==> src/rtl/run_ctrl.sv <==
// Purpose : sequences a run of cfg_a operations to a datapath, with cfg_b idle cycles between them.
// Latency : first op_valid one cycle after start is sampled; all outputs are registered.
// Backpres: op_valid/op_index hold until op_ready; with RUN_CTRL_TIMEOUT_EN a long stall aborts the run.
//
// Ports
//   clk, rst            : clock; synchronous active-high reset
//   start               : one-cycle run request (honoured only in IDLE or DONE)
//   cfg_a, cfg_b        : operation count and inter-operation gap, latched with start
//   op_valid, op_index  : operation offer and its zero-based index (index reads 0 when not valid)
//   op_ready            : datapath accepts the offered operation
//   busy, done, timeout : run in progress / run complete / run aborted by stall timeout
//
// Optional feature macro: RUN_CTRL_TIMEOUT_EN
//   defined   -> stall counter aborts the run after TIMEOUT consecutive stalled ISSUE cycles
//   undefined -> no stall counter, timeout is tied to 0, ISSUE waits on op_ready forever

module run_ctrl #(
  parameter int CW      = 32,
  parameter int TIMEOUT = 1000
) (
  input  logic          clk,
  input  logic          rst,
  input  logic          start,
  input  logic [CW-1:0] cfg_a,
  input  logic [CW-1:0] cfg_b,
  output logic          op_valid,
  input  logic          op_ready,
  output logic [CW-1:0] op_index,
  output logic          busy,
  output logic          done,
  output logic          timeout
);

  typedef enum logic [1:0] {
    IDLE  = 2'd0,
    ISSUE = 2'd1,
    GAP   = 2'd2,
    DONE  = 2'd3
  } state_e;

  localparam logic [CW-1:0] ONE = CW'(1);

  state_e        state_q, state_d;
  logic [CW-1:0] a_q, a_d;          // latched operation count
  logic [CW-1:0] b_q, b_d;          // latched gap length
  logic [CW-1:0] idx_q, idx_d;      // index of the operation being offered
  logic [CW-1:0] gap_q, gap_d;      // cycles already spent in GAP
  logic          valid_q, valid_d;
  logic [CW-1:0] index_q, index_d;
  logic          busy_q, busy_d;
  logic          done_q, done_d;

  // Comparing against A-1 (never computing idx+1 == A) keeps A = 2^CW-1
  // free of wrap: idx never needs to exceed A-1.
  logic last_op;
  logic gap_end;
  assign last_op = (idx_q == (a_q - ONE));
  assign gap_end = (gap_q == (b_q - ONE));

`ifdef RUN_CTRL_TIMEOUT_EN
  localparam logic [CW-1:0] STALL_LAST = CW'(TIMEOUT - 1);

  logic [CW-1:0] stall_q, stall_d;  // consecutive stalled ISSUE cycles
  logic          to_q, to_d;
`else
  // TIMEOUT only matters when the stall timeout is compiled in.
  logic unused_timeout_param;
  assign unused_timeout_param = (TIMEOUT == 0);
`endif

  always_comb begin
    state_d = state_q;
    a_d     = a_q;
    b_d     = b_q;
    idx_d   = idx_q;
    gap_d   = gap_q;
    valid_d = valid_q;
    index_d = index_q;
    busy_d  = busy_q;
    done_d  = done_q;
`ifdef RUN_CTRL_TIMEOUT_EN
    stall_d = stall_q;
    to_d    = to_q;
`endif

    case (state_q)
      IDLE, DONE: begin
        if (start) begin
          a_d   = cfg_a;
          b_d   = cfg_b;
          idx_d = '0;
          gap_d = '0;
`ifdef RUN_CTRL_TIMEOUT_EN
          stall_d = '0;
          to_d    = 1'b0;
`endif
          if (cfg_a != '0) begin
            state_d = ISSUE;
            valid_d = 1'b1;
            index_d = '0;
            busy_d  = 1'b1;
            done_d  = 1'b0;
          end else begin
            // Empty run: straight to DONE, busy never rises.
            state_d = DONE;
            valid_d = 1'b0;
            index_d = '0;
            busy_d  = 1'b0;
            done_d  = 1'b1;
          end
        end
      end

      ISSUE: begin
        if (op_ready) begin
`ifdef RUN_CTRL_TIMEOUT_EN
          stall_d = '0;
`endif
          if (last_op) begin
            state_d = DONE;
            valid_d = 1'b0;
            index_d = '0;
            busy_d  = 1'b0;
            done_d  = 1'b1;
          end else begin
            idx_d = idx_q + ONE;
            if (b_q == '0) begin
              // Back-to-back: offer the next operation immediately.
              index_d = idx_q + ONE;
            end else begin
              state_d = GAP;
              gap_d   = '0;
              valid_d = 1'b0;
              index_d = '0;
            end
          end
        end
`ifdef RUN_CTRL_TIMEOUT_EN
        else if (stall_q == STALL_LAST) begin
          // This cycle is the TIMEOUT-th consecutive stall: abort.
          state_d = DONE;
          stall_d = '0;
          valid_d = 1'b0;
          index_d = '0;
          busy_d  = 1'b0;
          done_d  = 1'b1;
          to_d    = 1'b1;
        end else begin
          stall_d = stall_q + ONE;
        end
`endif
      end

      GAP: begin
        // Entered with gap_q = 0, so leaving at gap_q = B-1 gives exactly B cycles.
        if (gap_end) begin
          state_d = ISSUE;
          gap_d   = '0;
          valid_d = 1'b1;
          index_d = idx_q;
        end else begin
          gap_d = gap_q + ONE;
        end
      end

      default: begin
        state_d = IDLE;
        valid_d = 1'b0;
        index_d = '0;
        busy_d  = 1'b0;
        done_d  = 1'b0;
      end
    endcase
  end

  always_ff @(posedge clk) begin
    if (rst) begin
      state_q <= IDLE;
      a_q     <= '0;
      b_q     <= '0;
      idx_q   <= '0;
      gap_q   <= '0;
      valid_q <= 1'b0;
      index_q <= '0;
      busy_q  <= 1'b0;
      done_q  <= 1'b0;
`ifdef RUN_CTRL_TIMEOUT_EN
      stall_q <= '0;
      to_q    <= 1'b0;
`endif
    end else begin
      state_q <= state_d;
      a_q     <= a_d;
      b_q     <= b_d;
      idx_q   <= idx_d;
      gap_q   <= gap_d;
      valid_q <= valid_d;
      index_q <= index_d;
      busy_q  <= busy_d;
      done_q  <= done_d;
`ifdef RUN_CTRL_TIMEOUT_EN
      stall_q <= stall_d;
      to_q    <= to_d;
`endif
    end
  end

  assign op_valid = valid_q;
  assign op_index = index_q;
  assign busy     = busy_q;
  assign done     = done_q;
`ifdef RUN_CTRL_TIMEOUT_EN
  assign timeout  = to_q;
`else
  assign timeout  = 1'b0;
`endif

endmodule

==> config.mk <==
export PLATFORM = sky130hd
export DESIGN_NAME = run_ctrl
export DESIGN_NICKNAME = d
export VERILOG_FILES = /design/src/rtl/run_ctrl.sv
export SDC_FILE = /design/constraint.sdc
export NUM_CORES = 1
export LEC_CHECK = 0
export CAP_MARGIN = 20
export CORE_MARGIN = 5
export CORE_UTILIZATION = 35
export DETAILED_ROUTE_END_ITERATION = 10
export PLACE_DENSITY_LB_ADDON = 0.08
export SLEW_MARGIN = 0
export SYNTH_ARGS = -nofsm -noshare
export SYNTH_HDL_FRONTEND = slang
export SYNTH_SLANG_ARGS = --single-unit
==> constraint.sdc <==
create_clock -name clk -period 3.4 [get_ports clk]
set_input_delay 0.68 -clock clk [delete_from_list [all_inputs] [get_ports clk]]
set_output_delay 0.68 -clock clk [all_outputs]
set_load 0.02 [all_outputs]
==> impl_metrics.ini <==
[worst_hold_path]
hold_depth = 2
hp-class = flip-flop to flip-flop

[yosys]
synth.distinct_cells = 77
ys_seq_area_share_pct = 32.3
async_flop_share_pct = 0
synth_area_leaders = dfxtp_1 32%, nand2_1 8.5%, a21oi_1 7.4%
synth_top_area_share_pct = 32.3
synth_edf_count = 0
synth_fa_ha_area_share_pct = 0.734
avgSynthCellArea_sq_um = 7.38
synth-xor-area-share_pct = 8.82
synth-seq-cells = 165
mappedNetlistArea_sq_um = 10200
synth_compound_area_share_pct = 21.1
ys_warn_count = 0
synth_top_area_cell = dfxtp_1
syn_nets = 1459
syn_inst = 1385
synth_flop_cell = dfxtp_1
synthMuxAreaShare_pct = 0.710
synth_top_family_by_area = simple AND/OR/NAND/NOR gates
synthSimpleGateAreaFrac_pct = 30.8

[power_and_ir_drop]
power.density_nw_per_um2 = 681
ir_worst_vdd_uv = 498
p_total_w = 0.00988
p_leak_nw = 5.44

[setup_path]
reg2reg_setup_slack_ns = -0.24
cp-start-kind = flip-flop
cp-end-kind = flip-flop
crit_fanout = 14
worstPathArrival_ns = 3.97
reg2reg_depth = 13
required_ns = 3.73
worstSetupPathType = flip-flop to flip-flop

[global_routing]
grt_start_max_net_pins = 61
grt_use_met2_pct = 38.1
grt.busiest_layer = met2
track_usage_pct = 20.4
met3_usage_pct = 2.59
grt_pass1_wl_um = 54600
met1_usage_pct = 24.4
antenna_found_initial = 0
gr-total-overflow = 0
grt_pass1_vias = 10259

[drt]
drtAntennaViolNets = 0
drt_iter0_drc = 752
dr.pass1.iters = 5
num_vias = 10797
wirelength_um = 36000
routedWlPerCell_um = 18.1
vias_per_cell = 5.41
drcViolationCount = 0

[sta]
timing.final.ws_setup_ns = -0.240
period_share_pct = 107
fin_skew_ns = 0.0133
min_period_ns = 3.64
rsz0062_at_grt = yes
slew_violations = 0
fmax_mhz = 275
finalHoldViolations = 0
worst_pin_slew_ns = 0.669
relSlewSlack_pct = 55.4
setup_viol = 100

[outcome]
violations = setup timing
status = finished with violations

[finish]
layout_common_cells = 204 x nand2_1, 164 x buf_4, 163 x dfxtp_1
layout-drive-gt1-share_pct = 25.9
nets = 1672
layout_commonest_cell = nand2_1
fin_util_pct = 50.4
n_fill_cell = 2899
seq_area_sq_um = 3310
antenna_cells = 0
syn2layout_area_growth_pct = 41.9
multi_input_area_sq_um = 7120

[clocking]
clk_path_buf_depth = 2
numCtsBuffers = 17
clk_pin_slew_ns = 0.07
insertion_delay_ns = 0.45
ctsRootBufferMaster = clkbuf_16
tritoncts = built
clock_sinks = 165
htree_num_levels = 4

[floorplanning]
start_util_pct = 35.5
die-area_sq_um = 32700
coreArea_sq_um = 28800
pin_count = 104
die_y_um = 181
num_rows = 62
fp.dieW_um = 181

[job]
max-cap-violations = 0

[place]
dp.final_hpwl_um = 25500
dp_slack_ns = -0.499
port-buffer-count = 102
gp_congestion = 0.908
[state kept, by name, summed over array words and instances (netlist names)]
register	cells
op_valid	1
gap_q	32
idx_q	32
done	1
a_q	32
state_q	2
op_index	32
b_q	32
busy	1
[metrics by stage]
| stage | std cells | cell area, sq um | TNS [ns] | hold slack (ns) |
|---|---|---|---|---|
| floorplan | 1385 | 10400 | -6.98 | 0.450 |
| finish | 1995 | 14500 | -12.44 | 0.451 |
| global route | 1995 | 14500 | -23.41 | 0.468 |
| CTS | 1970 | 13600 | -10.14 | 0.455 |
| global placement | 1930 | 12700 | -21.11 | 0.435 |
| detailed placement | 1930 | 12700 | -22.88 | 0.441 |
[worst max-delay path: stages (launching register included)]
cell       delay, ns
dfxtp_1         0.31
or4_4           0.54
or4_4           0.58
nor3_4          0.18
mux2_4          0.33
nand3b_1        0.21
nor4b_4         0.32
buf_4           0.15
nand2_1         0.07
buf_12          0.16
o21ai_4         0.26
clkbuf_16       0.22
or4_1           0.13
a21oi_2         0.05
[cell type report]
cell class,instances,share of cell area [%]
clock inverters,13,0.836
inverters,24,0.621
well taps,384,3.31
clock buffers,19,2.98
repair buffers,302,20.4
flip-flops and latches,165,22.8
multi-input cells,1088,49.1
[synth_stat cells, drive strengths merged (14+ instances only)]
library cell	instances
and3	23
nor3	45
xnor2	63
clkbuf	81
buf	27
a211oi	15
a21o	14
nor4	38
nor2	83
nand2	231
nand3	47
o31ai	18
a21oi	158
nand4	20
or3	19
o21ai	62
or2	20
xor2	40
dfxtp	165
inv	23
or4	36
[path summary, 6_finish.rpt]
| path | startpoint | to |
|---|---|---|
| max | a_q[8] | gap_q[22] |
| min | op_index[23] | op_index[23] |
| max reg2reg | a_q[8] | gap_q[22] |
| min reg2reg | op_index[23] | op_index[23] |
[where the power goes]
| part | internal, W | switching, W |
|---|---|---|
| logic | 0.00257 | 0.00308 |
| registers | 0.00213 | 0.000166 |
| clock network | 0.00102 | 0.000908 |
[cells by family after synthesis]
logic type	Yosys count
and+or+nand+nor	624
AOI/OAI and AO/OA	347
DFF	165
buffers and inverters	132
xor gates and xnor gates	103
muxes	7
adders and majority gates	6
other	1
[metal layers]
metal / part of all wire (%) / vias up
met3: 3.1 / 46
met5: 0 / -
met1: 42 / 5145
met4: 2.2 / 0
met2: 52 / 218
li1: - / 5388
[what timing repair did]
action                                  in CTS  in global routing
cloned                                       3                 11
setup buffers                                5                 14
pin swaps                                    9                 70
endpoints found under the setup margin     101                101
resized for setup                           44                173
hold buffers                                 0                  0
Power figures use the tool's default switching activity.
